## config.mk

```make
export PLATFORM = sky130hd
export DESIGN_NAME = ram_port_arbiter
export DESIGN_NICKNAME = d
export VERILOG_FILES = /design/src/rtl/bios_pkg.sv /design/src/rtl/rr_pick2.sv /design/src/rtl/ram_port_arbiter.sv
export SDC_FILE = /design/constraint.sdc
export NUM_CORES = 1
export LEC_CHECK = 0
export BUFFER_PORTS_ARGS = -buffer_cell sky130_fd_sc_hd__buf_4
export CORE_AREA = 2 2 121 123
export DETAILED_ROUTE_END_ITERATION = 8
export DIE_AREA = 0 0 123 125
export PLACE_DENSITY_LB_ADDON = 0.3
export REMOVE_ABC_BUFFERS = 1
export SETUP_SLACK_MARGIN = 0.02
export SYNTH_ARGS = -nofsm -noshare
export SYNTH_HDL_FRONTEND = slang
export SYNTH_HIERARCHICAL = 1
export SYNTH_SLANG_ARGS = --single-unit
```

## constraint.sdc

```tcl
create_clock -name clk -period 1.7 [get_ports clk]
set_input_delay 0.085 -clock clk [delete_from_list [all_inputs] [get_ports clk]]
set_output_delay 0.085 -clock clk [all_outputs]
set_load 0.05 [all_outputs]
```

## src/rtl/bios_pkg.sv

```systemverilog
// Shared types for the RAM port arbiter: FSM states, requester ids and the
// registered RAM request, plus the helper that turns a port's inputs into one.
package bios_pkg;

    localparam int RAM_ADDR_MSB = 31;
    localparam int RAM_DATA_MSB = 31;

    typedef enum logic [1:0] {
        ARB_IDLE  = 2'd0,
        ARB_WRITE = 2'd1,
        ARB_READ  = 2'd2,
        ARB_DONE  = 2'd3
    } arb_state_t;

    typedef enum logic {
        PORT_B = 1'b0,
        PORT_C = 1'b1
    } arb_port_t;

    typedef struct packed {
        logic [RAM_ADDR_MSB:0] addr;
        logic [3:0]            byte_enable;
        logic [RAM_DATA_MSB:0] write_data;
        logic                  is_write;
    } ram_req_t;

    // A write wins over a read raised on the same port; reads drive every byte lane.
    function automatic ram_req_t make_req(
        input logic                  write_req,
        input logic [RAM_ADDR_MSB:0] addr,
        input logic [3:0]            byte_enable,
        input logic [RAM_DATA_MSB:0] write_data
    );
        ram_req_t req;
        req.addr        = addr;
        req.write_data  = write_data;
        req.is_write    = write_req;
        req.byte_enable = write_req ? byte_enable : 4'b1111;
        return req;
    endfunction

endpackage

```

## src/rtl/rr_pick2.sv

```systemverilog
// Two-way round-robin selector: a lone eligible port wins, a tie goes to the
// port that was not granted last.
module rr_pick2
    import bios_pkg::*;
(
    input  logic [1:0] eligible_i,
    input  arb_port_t  last_grant_i,
    output arb_port_t  winner_o,
    output logic       any_o
);

    // Eligible bit 0 is the BIOS port, bit 1 the CPU port.
    always_comb begin
        any_o    = |eligible_i;
        winner_o = PORT_B;
        case (eligible_i)
            2'b01:   winner_o = PORT_B;
            2'b10:   winner_o = PORT_C;
            2'b11:   winner_o = (last_grant_i == PORT_B) ? PORT_C : PORT_B;
            default: winner_o = PORT_B;
        endcase
    end

endmodule

```

## src/rtl/ram_port_arbiter.sv

```systemverilog
// Shares one RAM port between the BIOS loader (B) and the CPU (C); before boot
// only B is served, afterwards B and C alternate, one registered access at a time.
module ram_port_arbiter
    import bios_pkg::*;
#(
    parameter int ADDR_WIDTH   = RAM_ADDR_MSB,
    parameter int DATA_WIDTH   = RAM_DATA_MSB,
    parameter int READ_LATENCY = 1
) (
    input  logic                  clk,
    input  logic                  rst,
    input  logic                  i_booted,

    input  logic                  b_read_req,
    input  logic                  b_write_req,
    input  logic [ADDR_WIDTH:0]   b_addr,
    input  logic [3:0]            b_byte_enable,
    input  logic [DATA_WIDTH:0]   b_write_data,
    output logic                  o_b_done,
    output logic [DATA_WIDTH:0]   o_b_read_data,

    input  logic                  c_read_req,
    input  logic                  c_write_req,
    input  logic [ADDR_WIDTH:0]   c_addr,
    input  logic [3:0]            c_byte_enable,
    input  logic [DATA_WIDTH:0]   c_write_data,
    output logic                  o_c_done,
    output logic [DATA_WIDTH:0]   o_c_read_data,

    output logic                  m_read_req,
    output logic                  m_write_enable,
    output logic [3:0]            m_byte_enable,
    output logic [ADDR_WIDTH:0]   m_addr,
    output logic [DATA_WIDTH:0]   m_write_data,
    input  logic [DATA_WIDTH:0]   i_read_data
);

    arb_state_t            state_q;
    arb_port_t             last_grant_q;
    arb_port_t             owner_q;
    logic [2:0]            cnt_q;
    ram_req_t              m_req_q;
    logic                  m_read_req_q;
    logic                  m_write_enable_q;
    logic                  o_b_done_q;
    logic                  o_c_done_q;
    logic [DATA_WIDTH:0]   o_b_read_data_q;
    logic [DATA_WIDTH:0]   o_c_read_data_q;

    logic [1:0]            eligible_s;
    arb_port_t             winner_s;
    logic                  any_s;
    ram_req_t              launch_req_d;

    // The CPU only competes once the system has booted.
    always_comb begin
        eligible_s[0] = b_read_req | b_write_req;
        eligible_s[1] = (c_read_req | c_write_req) & i_booted;
        if (winner_s == PORT_C) begin
            launch_req_d = make_req(c_write_req, c_addr, c_byte_enable, c_write_data);
        end else begin
            launch_req_d = make_req(b_write_req, b_addr, b_byte_enable, b_write_data);
        end
    end

    rr_pick2 u_pick (
        .eligible_i   (eligible_s),
        .last_grant_i (last_grant_q),
        .winner_o     (winner_s),
        .any_o        (any_s)
    );

    // Transaction FSM; strobes and done pulses default low so each lasts one cycle.
    always_ff @(posedge clk) begin
        if (rst) begin
            state_q          <= ARB_IDLE;
            last_grant_q     <= PORT_C;
            owner_q          <= PORT_B;
            cnt_q            <= 3'd0;
            m_req_q          <= '0;
            m_read_req_q     <= 1'b0;
            m_write_enable_q <= 1'b0;
            o_b_done_q       <= 1'b0;
            o_c_done_q       <= 1'b0;
            o_b_read_data_q  <= '0;
            o_c_read_data_q  <= '0;
        end else begin
            m_read_req_q     <= 1'b0;
            m_write_enable_q <= 1'b0;
            o_b_done_q       <= 1'b0;
            o_c_done_q       <= 1'b0;
            case (state_q)
                ARB_IDLE: begin
                    if (any_s) begin
                        m_req_q      <= launch_req_d;
                        last_grant_q <= winner_s;
                        owner_q      <= winner_s;
                        if (launch_req_d.is_write) begin
                            m_write_enable_q <= 1'b1;
                            state_q          <= ARB_WRITE;
                        end else begin
                            m_read_req_q <= 1'b1;
                            cnt_q        <= 3'(READ_LATENCY);
                            state_q      <= ARB_READ;
                        end
                    end else begin
                        state_q <= ARB_IDLE;
                    end
                end
                ARB_WRITE: begin
                    o_b_done_q <= (owner_q == PORT_B);
                    o_c_done_q <= (owner_q == PORT_C);
                    state_q    <= ARB_DONE;
                end
                ARB_READ: begin
                    if (cnt_q == 3'd0) begin
                        if (owner_q == PORT_C) begin
                            o_c_read_data_q <= i_read_data;
                            o_c_done_q      <= 1'b1;
                        end else begin
                            o_b_read_data_q <= i_read_data;
                            o_b_done_q      <= 1'b1;
                        end
                        state_q <= ARB_DONE;
                    end else begin
                        cnt_q <= cnt_q - 3'd1;
                    end
                end
                ARB_DONE: begin
                    state_q <= ARB_IDLE;
                end
                default: begin
                    state_q <= ARB_IDLE;
                end
            endcase
        end
    end

    assign m_read_req     = m_read_req_q;
    assign m_write_enable = m_write_enable_q;
    assign m_byte_enable  = m_req_q.byte_enable;
    assign m_addr         = m_req_q.addr;
    assign m_write_data   = m_req_q.write_data;
    assign o_b_done       = o_b_done_q;
    assign o_c_done       = o_c_done_q;
    assign o_b_read_data  = o_b_read_data_q;
    assign o_c_read_data  = o_c_read_data_q;

endmodule

```

# Yosys cells after proc, flatten, opt, wreduce, memory -nomap -nowiden
# Index checks and enable logic that the tools add are counted.
[totals]
regBits = 143
in_bits = 175
out_inout_bits = 136
wordCells = 59
[classes]
add_sub_neg = 1
n_eq_ne = 9
muxes = 21
n_bitwise = 6
reduce_logical = 9
[ops]
columns = ["op", "count"]
rows = [
  ["69-bit 2-to-1 mux", 1],
  ["3-bit 2-to-1 mux", 3],
  ["2-bit == test (second input constant)", 4],
  ["4-bit 2-to-1 mux", 2],
  ["2-bit inequality test (second input constant)", 4],
  ["2-bit case mux with 4 select lines", 1],
  ["1-bit 2-to-1 mux", 7],
  ["2-bit 2-to-1 mux", 3],
  ["1-bit case mux with 2 select lines", 3],
  ["3-bit case mux with 2 select lines", 1],
  ["3-bit AND reduction", 2],
  ["4-bit AND reduction", 1],
  ["3-bit logical NOT", 1],
  ["1-bit inverter", 3],
  ["3-bit OR reduction", 1],
  ["3-bit by 1-bit subtractor with 3-bit output (second input constant)", 1],
  ["2-bit by 1-bit == test with 1-bit output (second input constant)", 1],
  ["2-bit logical NOT", 1],
  ["1-bit bitwise OR", 2],
  ["2-bit AND reduction", 1],
  ["2-bit nonzero test", 1],
  ["2-bit OR reduction", 1],
  ["1-bit AND", 1],
]

# Depth between registers and ports, before layout
[logic_depth]
ltp_word = 8
depth_mapped = 8
ltp_nobuf = 6

# Cells and area by module
# Netlist, hierarchy kept.
[modules_own_cells]
columns = ["mod", "instances", "cells_each", "area_per_inst_um2", "seq_area_each_um2"]
rows = [
  ["ram_port_arbiter", 1, 646, 5914.4, 2862.7],
  ["rr_pick2", 1, 2, 13.8, 0.0],
]

# Worst setup path after synthesis
# Ideal clock, no wire load.
[synth_timing]
path_kind = "reg2reg"
from = "reg cnt_q[0]"
to = "reg cnt_q[0]"
setup_ps = 79
t_arrival_ps = 1440
t_required_ps = 1621
path_slack_ps = 181
stages_incl_launch_ff = 7
path_buffers = 0
period_less_slack_ps = 1519
cell_sequence = "dfxtp_1 > inv_1 > ha_1 > ha_1 > nor3b_1 > a311oi_1 > a211oi_2"
[synth_between]
elab_chain_cells = 3
elab_cells_between_ends = 6
classes_between = "add/sub (1); eq/ne (1); mux (2); reduce/logical (2)"
[synth_rtl]
columns = ["element", "line", "rtl"]
rows = [
  ["start, declared", "ram_port_arbiter.sv:41", "logic [2:0] cnt_q;"],
  ["start signal, assigned", "ram_port_arbiter.sv:103", "cnt_q <= 3'(READ_LATENCY);"],
  ["start signal, assigned", "ram_port_arbiter.sv:126", "cnt_q <= cnt_q - 3'd1;"],
  ["3-bit by 1-bit subtractor with 3-bit output / 3-bit logical NOT (equally long branches)", "ram_port_arbiter.sv:126, ram_port_arbiter.sv:116", ""],
  ["3-bit 2-to-1 mux / 2-bit inequality test (equally long branches)", "--", ""],
  ["3-bit case mux with 2 select lines / 4-bit AND reduction (equally long branches)", "--", ""],
]
# Parallel ways exist; a longest one is shown, timed or not. The select of a mux whose other input is x is not followed.
# A chain may end at the register's enable or synchronous reset.

# Final worst setup path
[layout_timing]
from = "reg state_q[0]"
to = "reg cnt_q[0]"
[layout_between]
elab_chain_cells = 3
elab_cells_between_ends = 8
classes_between = "eq/ne (4); mux (1); reduce/logical (3)"
[layout_rtl]
columns = ["element", "line", "rtl"]
rows = [
  ["start, declared", "ram_port_arbiter.sv:38", "arb_state_t state_q;"],
  ["start signal, assigned", "ram_port_arbiter.sv:76", "state_q <= ARB_IDLE;"],
  ["start signal, assigned", "ram_port_arbiter.sv:100", "state_q <= ARB_WRITE;"],
  ["start signal, assigned", "ram_port_arbiter.sv:104", "state_q <= ARB_READ;"],
  ["2-bit == test / 2-bit logical NOT (equally long branches)", "ram_port_arbiter.sv:92", "case (state_q)"],
  ["2-bit inequality test (no source line) / 2-bit nonzero test (equally long branches)", "--", ""],
  ["4-bit AND reduction (no source line)", "--", ""],
]
# Parallel ways exist; a longest one is shown, timed or not.

==> flow_summary.toml <==
[floorplan]
ioPinCount = 311
coreArea_sq_um = 14200
start_util = 0.417
die_x_um = 123
die-area_sq_um = 15400
rows = 44
die_h_um = 125

[routing]
drc = 0
ant_nets = 0
vias = 5770
wire_per_inst_um = 15.4
drtIter0Drc = 298
wirelength_um = 18200
dr.pass1.iters = 4
vias_per_cell = 4.90

[timing]
tightest_slew_ps = 369
drv_slew = 0
finalSetupTns_ps = 0
rsz0062_at_grt = "true"
hold_viol_final = 0
fmax_mhz = 638
hold-worst-slack_ps = 11.2
period_needed_ps = 1570
slew_headroom = 0.754
setup_viol = 0
finClkSkew_ps = 7.72
fin_crit_sh = 0.922
worst_slack_ps = 132

[logic_synthesis]
synth_edf_count = 0
yosys_most_used_dff = "dfxtp_1"
async_flop_share = 0
seq_area_frac_synth = 0.483
yosysTopAreaCellShare = 0.483
synthTopCellsByArea = "dfxtp_1 (48%), mux2i_1 (11%), nand2_1 (8.7%)"
synth.most_common_cell = "dfxtp_1"
synth_cells = 648
netlist_area_sq_um = 5930
ys_top_cells_by_count = "dfxtp_1 (143), nand2_1 (138), a21oi_1 (71)"
synth-seq-cells = 143
yosysWarnings = 6
yosys.area.top_type = "dfxtp_1"
synth_area_per_cell_sq_um = 9.15
synthDistinctLibCells = 38

[placed_design]
port_buffers = 310
dp_hpwl_um = 12900
routabilityCongestion = 0.821
postPlaceCellArea_sq_um = 8480
place_ws_ps = 7.52

[worst_setup_path]
cp-start-kind = "flip-flop"
crit_path_start = "state_q[0]"
criticalPathCategory = "flip-flop to flip-flop"
setup.worst_path.end_class = "flip-flop"
critPathArrivalTime_ps = 1850
r2r-start = "state_q[0]"
crit_fanout = 10
crit_required_ps = 1980

[power]
p_per_area_nw_per_um2 = 1780
peakVddDrop_mv = 1.11
power.leakage_nw = 4.08

[cts]
path_clk_slew_ps = 60
clockBufferDepth = 2
cts_tree = "yes"
cts_sinks = 143
h-tree-depth = 4
clk_latency_ps = 410
root_buffer = "clkbuf_16"
cts_buffers = 17

[grt]
overflow = 0
grt_antenna_before_repair = 0
grt_pass1_vias = 5569
grt_use_total = 0.231
grt_max_degree = 80
grt_pass1_wl_um = 27700

[run_status]
status = "finished clean"

[final_layout]
syn_to_final_growth_pct = 59.1
antenna_cells = 0
design_area_sq_um = 9430
drive_gt1_frac = 0.391
num-nets-final = 1161
fill_cells = 1206

[worst_hold_path]
min_from = "b_byte_enable[0]"
hold_class = "primary input to flip-flop"

[flow_run]
cap_violations = 0
## where the power goes
group	switching, mW	total, mW	internal [mW]
combinational	5.50	8.38	2.88
sequential	0.504	4.77	4.26
clock	1.38	3.66	2.27
## final timing paths
check / to / depth (start not counted) / slack (ps)
worst max-delay path: cnt_q[0] / 6 / 130
worst min-delay path: m_byte_enable[0] / 3 / 10
worst max register to register: cnt_q[0] / 6 / 130
worst min register to register: o_c_read_data[31] / 2 / 450
## final cells by class
cell class	count	area, sq um	area share
timing repair buffer	366	3010	0.319
sequential	143	2860	0.304
multi-input combinational	446	2720	0.288
clock buffer	23	478	0.0507
tap	184	230	0.0244
clock inverter	9	109	0.0115
inverter	6	22.5	0.00239
## metal layers
| metal | wire length [um] | global-route usage |
|---|---|---|
| met1 | 7240 | 0.265 |
| met2 | 8870 | 0.396 |
| met3 | 1520 | 0.0671 |
| met4 | 534 | 0.0976 |
| met5 | 0 | 0 |
## registers in the layout, summed over array words and instances, names as in the netlist
name,flops
m_write_enable,1
m_byte_enable,4
m_read_req,1
last_grant_q,1
state_q,2
owner_q,1
o_b_done,1
o_c_done,1
o_b_read_data,32
cnt_q,3
m_addr,32
o_c_read_data,32
m_write_data,32
## cell usage in the layout, fill, tap and decap left out, types with 4 or more instances in the layout
cell and count:
buf_4 318, dfxtp_1 143, nand2_1 138, a21oi_1 71
mux2i_1 66, nor2_1 64, a211oi_1 52, dlygate4sd3_1 34
clkbuf_16 17, a211oi_2 15, buf_12 14, inv_1 6
ha_1 4, clkinvlp_4 4
## timing repair
item,in CTS,in global routing
endpoints found under the setup margin,0,15
hold endpoints to repair,66,0
resized for setup,0,3
buffers inserted,0,1
hold buffers,34,0
## logic make-up (layout without fill, tap and decap cells)
kind of cell,after synthesis,in the layout,synth area share
AND/OR/NAND/NOR,222,223,0.151
AO/OA/AOI/OAI,149,149,0.174
flip-flops,143,143,0.483
multiplexers,68,68,0.116
buffers and inverters,60,404,0.0635
adder cells (fa/ha/maj),6,6,0.0127
## per-stage QoR
step | power [mW] | cells | util
detailed placement | 13.1 | 1109 | 0.597
finish | 16.8 | 1177 | 0.664
global route | 17.6 | 1177 | 0.664
floorplan | 8.06 | 594 | -
global placement | 13.0 | 1109 | 0.597
CTS | 16.8 | 1175 | 0.662
## critical path, stage by stage, from the launching register on
cell,delay [ps]
dfxtp_1,330
inv_1,90
ha_1,300
nor3b_2,190
buf_4,140
a311oi_1,320
a211oi_2,80
Power figures use the tool's default switching activity.
